**config.mk**
```make
export PLATFORM = sky130hd
export DESIGN_NAME = reduce_accum_stream
export DESIGN_NICKNAME = d
export VERILOG_FILES = /design/src/rtl/reduce_accum_stream.sv
export SDC_FILE = /design/constraint.sdc
export NUM_CORES = 1
export LEC_CHECK = 0
export CAP_MARGIN = 25
export CORE_UTILIZATION = 54
export CTS_CLUSTER_SIZE = 20
export DETAILED_ROUTE_END_ITERATION = 6
export PLACE_DENSITY = 0.87
export SKIP_CTS_REPAIR_TIMING = 1
export SYNTH_ARGS = -nofsm -noshare
export SYNTH_HDL_FRONTEND = slang
export SYNTH_SLANG_ARGS = --single-unit
```
**constraint.sdc**
```tcl
create_clock -name clk -period 4.3 [get_ports clk]
set_clock_uncertainty 0.15 [all_clocks]
set_input_delay 0.86 -clock clk [delete_from_list [all_inputs] [get_ports clk]]
set_output_delay 0.86 -clock clk [all_outputs]
set_load 0.005 [all_outputs]
```
**src/rtl/reduce_accum_stream.sv**
```systemverilog
// Streaming bitwise reducer: folds a valid/ready frame of WIDTH-bit words with AND/OR/XOR/NAND
// and presents one result beat per frame on an output valid/ready stream.
module reduce_accum_stream #(
    parameter int WIDTH     = 8,
    parameter int MAX_BEATS = 16,
    localparam int CNT_W    = $clog2(MAX_BEATS + 1)
) (
    input  logic             clk,
    input  logic             rst_n,
    input  logic [1:0]       mode,
    input  logic             in_valid,
    input  logic [WIDTH-1:0] in_data,
    input  logic             in_last,
    output logic             in_ready,
    output logic             out_valid,
    output logic [WIDTH-1:0] out_data,
    output logic [CNT_W-1:0] out_count,
    output logic             out_ovf,
    input  logic             out_ready,
    output logic             busy
);

    typedef enum logic [1:0] {
        S_IDLE  = 2'd0,
        S_ACCUM = 2'd1,
        S_HOLD  = 2'd2
    } state_t;

    localparam logic [1:0]       MODE_OR   = 2'b01;
    localparam logic [1:0]       MODE_XOR  = 2'b10;
    localparam logic [1:0]       MODE_NAND = 2'b11;
    localparam logic [CNT_W-1:0] MAX_CNT   = CNT_W'(MAX_BEATS);

    state_t            state_q, state_d;
    logic [WIDTH-1:0]  acc_q, acc_d;
    logic [CNT_W-1:0]  cnt_q, cnt_d;
    logic [1:0]        mode_q, mode_d;
    logic              ovf_q, ovf_d;

    logic [WIDTH-1:0]  fold;
    logic [CNT_W-1:0]  cnt_inc;
    logic              accept;

    // NAND folds as AND; the inversion is applied only when the result is presented.
    for (genvar gi = 0; gi < WIDTH; gi++) begin : g_fold
        always_comb begin
            case (mode_q)
                MODE_OR:  fold[gi] = acc_q[gi] | in_data[gi];
                MODE_XOR: fold[gi] = acc_q[gi] ^ in_data[gi];
                default:  fold[gi] = acc_q[gi] & in_data[gi];
            endcase
        end
    end

    assign cnt_inc = cnt_q + CNT_W'(1);
    assign accept  = in_valid && in_ready;

    always_comb begin
        state_d = state_q;
        acc_d   = acc_q;
        cnt_d   = cnt_q;
        mode_d  = mode_q;
        ovf_d   = ovf_q;
        case (state_q)
            S_IDLE: begin
                if (accept) begin
                    acc_d   = in_data;
                    cnt_d   = CNT_W'(1);
                    mode_d  = mode;
                    ovf_d   = 1'b0;
                    state_d = in_last ? S_HOLD : S_ACCUM;
                end
            end
            S_ACCUM: begin
                if (accept) begin
                    acc_d = fold;
                    cnt_d = cnt_inc;
                    if (in_last || (cnt_inc == MAX_CNT)) begin
                        state_d = S_HOLD;
                        ovf_d   = !in_last;
                    end
                end
            end
            S_HOLD: begin
                if (out_ready) begin
                    state_d = S_IDLE;
                    ovf_d   = 1'b0;
                end
            end
            default: state_d = S_IDLE;
        endcase
    end

    always_ff @(posedge clk or negedge rst_n) begin
        if (!rst_n) begin
            state_q <= S_IDLE;
            acc_q   <= '0;
            cnt_q   <= '0;
            mode_q  <= 2'b00;
            ovf_q   <= 1'b0;
        end else begin
            state_q <= state_d;
            acc_q   <= acc_d;
            cnt_q   <= cnt_d;
            mode_q  <= mode_d;
            ovf_q   <= ovf_d;
        end
    end

    // Result fields read as zero outside HOLD so stale frames never leak downstream.
    assign in_ready  = (state_q != S_HOLD);
    assign out_valid = (state_q == S_HOLD);
    assign busy      = (state_q != S_IDLE);
    assign out_data  = out_valid ? ((mode_q == MODE_NAND) ? ~acc_q : acc_q) : '0;
    assign out_count = out_valid ? cnt_q : '0;
    assign out_ovf   = out_valid && ovf_q;

endmodule

```
==> summary.txt, run 1 <==
Status
  • Outcome: complete, no violations

Power
  • P_leak: 0.841 nW
  • P per Cell Area: 352 nW/um^2
  • Combinational power share: 0.453
  • Clock share of power: 0.173
  • Switch Pwr: 0.248 mW
  • Peak VDD IR: 0.267 mV
  • Switch share: 0.390
  • Int Pwr: 0.389 mW
  • Sequential share of power: 0.374

Setup path
  • CP Max Fanout: 11
  • Setup crit start kind: flip-flop
  • Setup CP Type: reg -> out
  • Worst setup EP type: output pin
  • CP Data Required Time: 3.29 ns
  • Worst Path Arrival: 2.11 ns

Logic synthesis
  • Unique masters post-synth: 25
  • Mapped Cells: 180
  • Cell Area, Synth: 1460 um^2
  • Average footprint of a synthesized cell: 8.13 um^2
  • Post-Syn Nets: 215
  • Synth top area share: 0.308
  • Area contributors post-synth: dfrtp_1 31%, ha_1 17%, o21ai_0 6.8%
  • Synth warnings: 0
  • Synth Register Bits: 18
  • Sequential area share after synthesis: 0.308
  • Largest area contributor in the netlist: dfrtp_1

STA
  • RSZ-0062 raised after global routing: no
  • Fin crit share: 0.726
  • Final hold vios: 0
  • Finish-stage setup viols: 0
  • Hold Worst Slack: 0.429 ns
  • FMAX: 320 MHz
  • Least-Margin Pin Slew: 0.832 ns
  • Slew HR: 0.444
  • Post-route setup slack: 1.18 ns
  • Minimum clock period: 3.12 ns
  • Pins Over Slew Limit: 0
  • Post-Route Setup TNS: 0 ns

Place
  • Dpl ws: 1.51 ns
  • PortBufs: 31
  • DP Wirelength: 2.52 mm
  • Final RePlAce weighted congestion: 0.729

Drt
  • WL/cell: 14.1 um
  • Routed via count: 1377
  • Final antenna-violating net count: 0
  • First-pass iteration count of the detailed router: 4
  • Total Wirelength: 3.34 mm
  • Initial DRC Count: 36
  • Vias per cell: 5.81
  • Drt drc: 0

CTS
  • Root buffer cell: clkbuf_4
  • Clock Latency Late Sink: 0.31 ns
  • Clock-pin slew on the worst setup and hold paths: 0.10 ns
  • CTS H-Tree Depth: 1
  • TritonCTS buffer count: 3
  • Clock sink count: 18
  • CTS tree: built
  • Max clock buf depth: 2

Floorplanning
  • Initial Util: 0.580
  • Total Die Area: 2920 um^2
  • Core region area: 2520 um^2
  • Ports: 32
  • Floorplan row count: 18
  • Die Ht: 54.0 um
  • Chip width: 54.0 um

Final layout
  • Final Util: 0.717
  • Area Growth Syn to Fin: 23.6%
  • ANT cells: 0
  • Fin nets: 243
  • Layout cells sized above 1: 0.0242

Global routing
  • Largest net degree at the start of global routing: 22
  • Total GRT Usage: 0.267
  • Initial antenna violation count: 0
  • First-pass GRT wire length: 5.56 mm
  • Vias in the first global route: 1352
  • Overflow after GRT: 0

Worst hold path
  • Worst hold path class: reg -> reg

Job
  • Max-cap violations: 0
layout by cell type (no fill, tap or decap):
cell             instances
nand2_1                 11
o21ai_0                 20
nand2b_1                10
xor2_1                   2
clkbuf_8                 1
a32o_1                   1
clkbuf_4                 3
nand4b_1                 1
nor2_1                  10
and2_1                   7
nand3_1                  9
and3_1                   1
dfrtp_1                 18
inv_1                   22
or2_2                    1
clkdlybuf4s50_1         31
nor2b_1                  1
a22oi_1                  9
ha_1                    20
and2b_1                  1
a21oi_1                 17
nand3b_1                 1
a41o_1                   1
o211ai_1                 1
xnor2_1                  8
cell type report:
cell class,count,area (um^2)
Tap cell,30,37.5
Sequential cell,18,450
Inverter,22,82.6
Fill cell,202,714
Timing Repair Buffer,31,310
Clock buffer,4,36.3
Multi-Input combinational cell,132,891
worst max-delay path, stage by stage (launching register included):
cell and delay (ns):
dfrtp_1 0.49, nand2b_1 0.47, inv_1 0.19, and2_1 0.21, clkdlybuf4s50_1 0.44
cell families (layout without fill, tap and decap cells):
| family | Yosys count | after routing | share of synthesized area |
|---|---|---|---|
| flops | 18 | 18 | 0.308 |
| buf+inv | 30 | 57 | 0.0830 |
| compound gates | 49 | 49 | 0.192 |
| simple gates | 53 | 53 | 0.186 |
| xor+xnor | 10 | 10 | 0.0599 |
| fa+ha+maj | 20 | 20 | 0.171 |
flip-flops by register name (all words and copies together) (netlist names):
name and flops:
acc_q 8, ovf_q 1, mode_q 2, state_q 2, cnt_q 5
per-stage QoR:
step	instance area [um^2]	total power, mW	std cells
2_1_floorplan	1460	0.427	180
3_3_place_gp	1770	0.506	233
3_5_place_dp	1770	0.528	233
4_1_cts	1810	0.636	237
5_1_grt	1810	0.689	237
6_report	1810	0.637	237
power by group through the flow:
stage | clock (mW) | combinational [mW] | sequential [mW]
2_1_floorplan | 0 | 0.194 | 0.232
3_3_place_gp | 0 | 0.268 | 0.238
3_5_place_dp | 0 | 0.286 | 0.242
4_1_cts | 0.110 | 0.288 | 0.238
5_1_grt | 0.116 | 0.329 | 0.244
6_report | 0.110 | 0.288 | 0.238
per-layer routing:
layer | up-vias | global-route usage | share of wire | routed length (um)
met1 | 646 | 0.281 | 0.38 | 1280
met2 | 61 | 0.516 | 0.54 | 1800
met5 | - | 0 | 0 | 0
met4 | 0 | 0.111 | 0.017 | 57
met3 | 11 | 0.0395 | 0.061 | 203
li1 | 659 | - | - | -
worst paths after layout:
check	from	end	slack, ns	depth (start not counted)
max	state_q[0]	out_count[2]	1.18	4
min in group asynchronous	rst_n	acc_q[3]	0.87	1
min reg2reg	ovf_q	ovf_q	0.43	2
max in group asynchronous	rst_n	acc_q[6]	2.62	1
max reg2reg	mode_q[0]	acc_q[3]	2.51	6
min	ovf_q	ovf_q	0.43	2
cells in the mapped netlist:
cell type / instances
a32o_1: 1
a41o_1: 1
and3_1: 1
nand3_1: 9
a21oi_1: 17
nor2_1: 10
dfrtp_1: 18
nand2b_1: 10
xor2_1: 2
nand4b_1: 1
clkbuf_2: 1
ha_1: 20
nand3b_1: 1
and2b_1: 1
nor2b_1: 1
inv_1: 22
buf_2: 6
o21ai_0: 20
a22oi_1: 9
and2_1: 7
o211ai_1: 1
or2_2: 1
xnor2_1: 8
clkbuf_1: 1
nand2_1: 11
Power figures use the tool's default switching activity.
==> inputs of run 2 (changes only) <==
Settings changed: CORE_UTILIZATION 54 to 46, PLACE_DENSITY 0.87 to 0.8.
Clock period 4.3 ns to 2.7 ns, I/O delays scaled along.
==> summary.txt, run 2 (synthesis gave the netlist of run 1 again) <==
Status
  • Outcome: complete, no violations

Drt
  • Routed via count: 1307 (-5.1%)
  • Initial DRC Count: 41 (+14%)
  • Drt drc: 0 (unchanged)
  • WL/cell: 12.3 um (-13%)
  • Total Wirelength: 3.15 mm (-5.7%)
  • Vias per cell: 5.11 (-12%)
  • First-pass iteration count of the detailed router: 4 (unchanged)
  • Final antenna-violating net count: 0 (unchanged)

Power
  • Peak VDD IR: 0.240 mV (-10%)
  • P_leak: 0.862 nW (+2.6%)
  • P per Cell Area: 542 nW/um^2 (+54%)
  • Total power: 1.01 mW (+59%)

STA
  • Hold Worst Slack: 0.418 ns (-0.0112 ns)
  • Post-route setup slack: 0.117 ns (-1.06 ns)
  • FMAX: 387 MHz
  • Finish-stage setup viols: 0 (unchanged)
  • Fin crit share: 0.957
  • Least-Margin Pin Slew: 0.562 ns (-0.270 ns)
  • Slew HR: 0.625 (+0.181)
  • Final hold vios: 0 (unchanged)
  • Minimum clock period: 2.58 ns
  • Pins Over Slew Limit: 0 (unchanged)
  • RSZ-0062 raised after global routing: no
  • Post-Route Setup TNS: 0 ns (unchanged)

CTS
  • Max clock buf depth: 2 (unchanged)
  • Clock Latency Late Sink: 0.29 ns (-0.02 ns)
  • CTS tree: built
  • TritonCTS buffer count: 3 (unchanged)
  • CTS H-Tree Depth: 1 (unchanged)
  • Clock-pin slew on the worst setup and hold paths: 0.11 ns (about the same)
  • Clock sink count: 18 (unchanged)
  • Root buffer cell: clkbuf_4

Global routing
  • Overflow after GRT: 0 (unchanged)
  • First-pass GRT wire length: 5.60 mm (+0.74%)
  • Total GRT Usage: 0.211 (-0.0553)
  • Vias in the first global route: 1265 (-6.4%)
  • Largest net degree at the start of global routing: 19 (-14%)
  • Initial antenna violation count: 0 (unchanged)

Floorplanning
  • Die Ht: 58.4 um (+8.0%)
  • Core region area: 3030 um^2 (+20%)
  • Initial Util: 0.483 (-0.0968)
  • Ports: 32 (unchanged)
  • Chip width: 58.4 um (+8.0%)
  • Floorplan row count: 20 (+2)
  • Total Die Area: 3410 um^2 (+17%)

Setup path
  • Worst setup EP type: output pin
  • R2r setup slk: 0.99 ns (-1.52 ns)
  • Worst Path Arrival: 1.89 ns (-0.22 ns)
  • Setup crit start kind: flip-flop
  • CP Data Required Time: 2.01 ns (-1.28 ns)
  • CP Max Fanout: 9 (-2)
  • Setup CP Type: reg -> out

Final layout
  • Commonest non-fill, non-tap cell in the layout: clkdlybuf4s50_1
  • Final Util: 0.616 (-0.101)
  • Largest register FFs: 8 (unchanged)
  • Most frequent cells in the layout: 31 x clkdlybuf4s50_1, 22 x inv_1, 20 x o21ai_0, 19 x ha_1, 18 x dfrtp_1
  • Layout cells sized above 1: 0.0519 (+0.0277)
  • Fillers: 289 (+43%)
  • Finished layout cell area: 1870 um^2 (+3.2%)
  • Top Registers: acc_q (8), cnt_q (5)
  • Final Instance Count excl. Fillers: 256 (+8.0%)
  • Seq. cell area: 450 um^2 (unchanged)
  • Fin nets: 248 (+2.1%)
  • Footprint of the multi-input gates: 893 um^2 (+0.28%)
  • Area Growth Syn to Fin: 27.5%
  • ANT cells: 0 (unchanged)
  • Most flops, register: acc_q

Job
  • Max-cap violations: 0 (unchanged)

Worst hold path
  • Worst hold path class: in -> async

Place
  • DP Wirelength: 2.32 mm (-7.7%)
  • Final RePlAce weighted congestion: 0.761 (+4.3%)
  • Dpl ws: 0.423 ns (-1.09 ns)
  • Placed cells: 252 (+8.2%)
  • DP Area: 1830 um^2 (+3.1%)
  • PortBufs: 31 (unchanged)
[run 2: layout make-up]
cell class	count	area share
repair buffers	36	0.186
clock buffers	4	0.0195
well taps	44	0.0295
inverters	22	0.0443
flip-flops and latches	18	0.241
multi-input cells	132	0.479
[run 2: power breakdown]
part / internal, mW / switching [mW] / total (mW) / leakage (nW)
clock: 0.0822 / 0.0883 / 0.170 / 0.0210
sequential: 0.320 / 0.0586 / 0.379 / 0.220
combinational: 0.222 / 0.239 / 0.461 / 0.622
total: 0.625 / 0.386 / 1.01 / 0.862
[run 2: critical path, stage by stage, from the launching register on]
cell and delay (ns):
dfrtp_1 0.49, nand2b_1 0.25, buf_4 0.23, nor2_1 0.13, clkdlybuf4s50_1 0.51
[run 2: metal layers]
metal | vias to the layer above | global-route usage | share of wire
met5 | - | 0 | 0
li1 | 666 | - | -
met4 | 0 | 0.0306 | 0.0060
met1 | 596 | 0.273 | 0.46
met3 | 4 | 0.0352 | 0.053
met2 | 41 | 0.379 | 0.48
[run 2: final timing paths]
check,start,endpoint,cells past startpoint
worst max-delay path,state_q[1],out_data[5],4
worst min-delay path,rst_n,ovf_q,2
worst max register to register,mode_q[0],acc_q[0],6
worst min register to register,ovf_q,ovf_q,2
max in group asynchronous,rst_n,acc_q[1],2
min in group clk,ovf_q,ovf_q,2
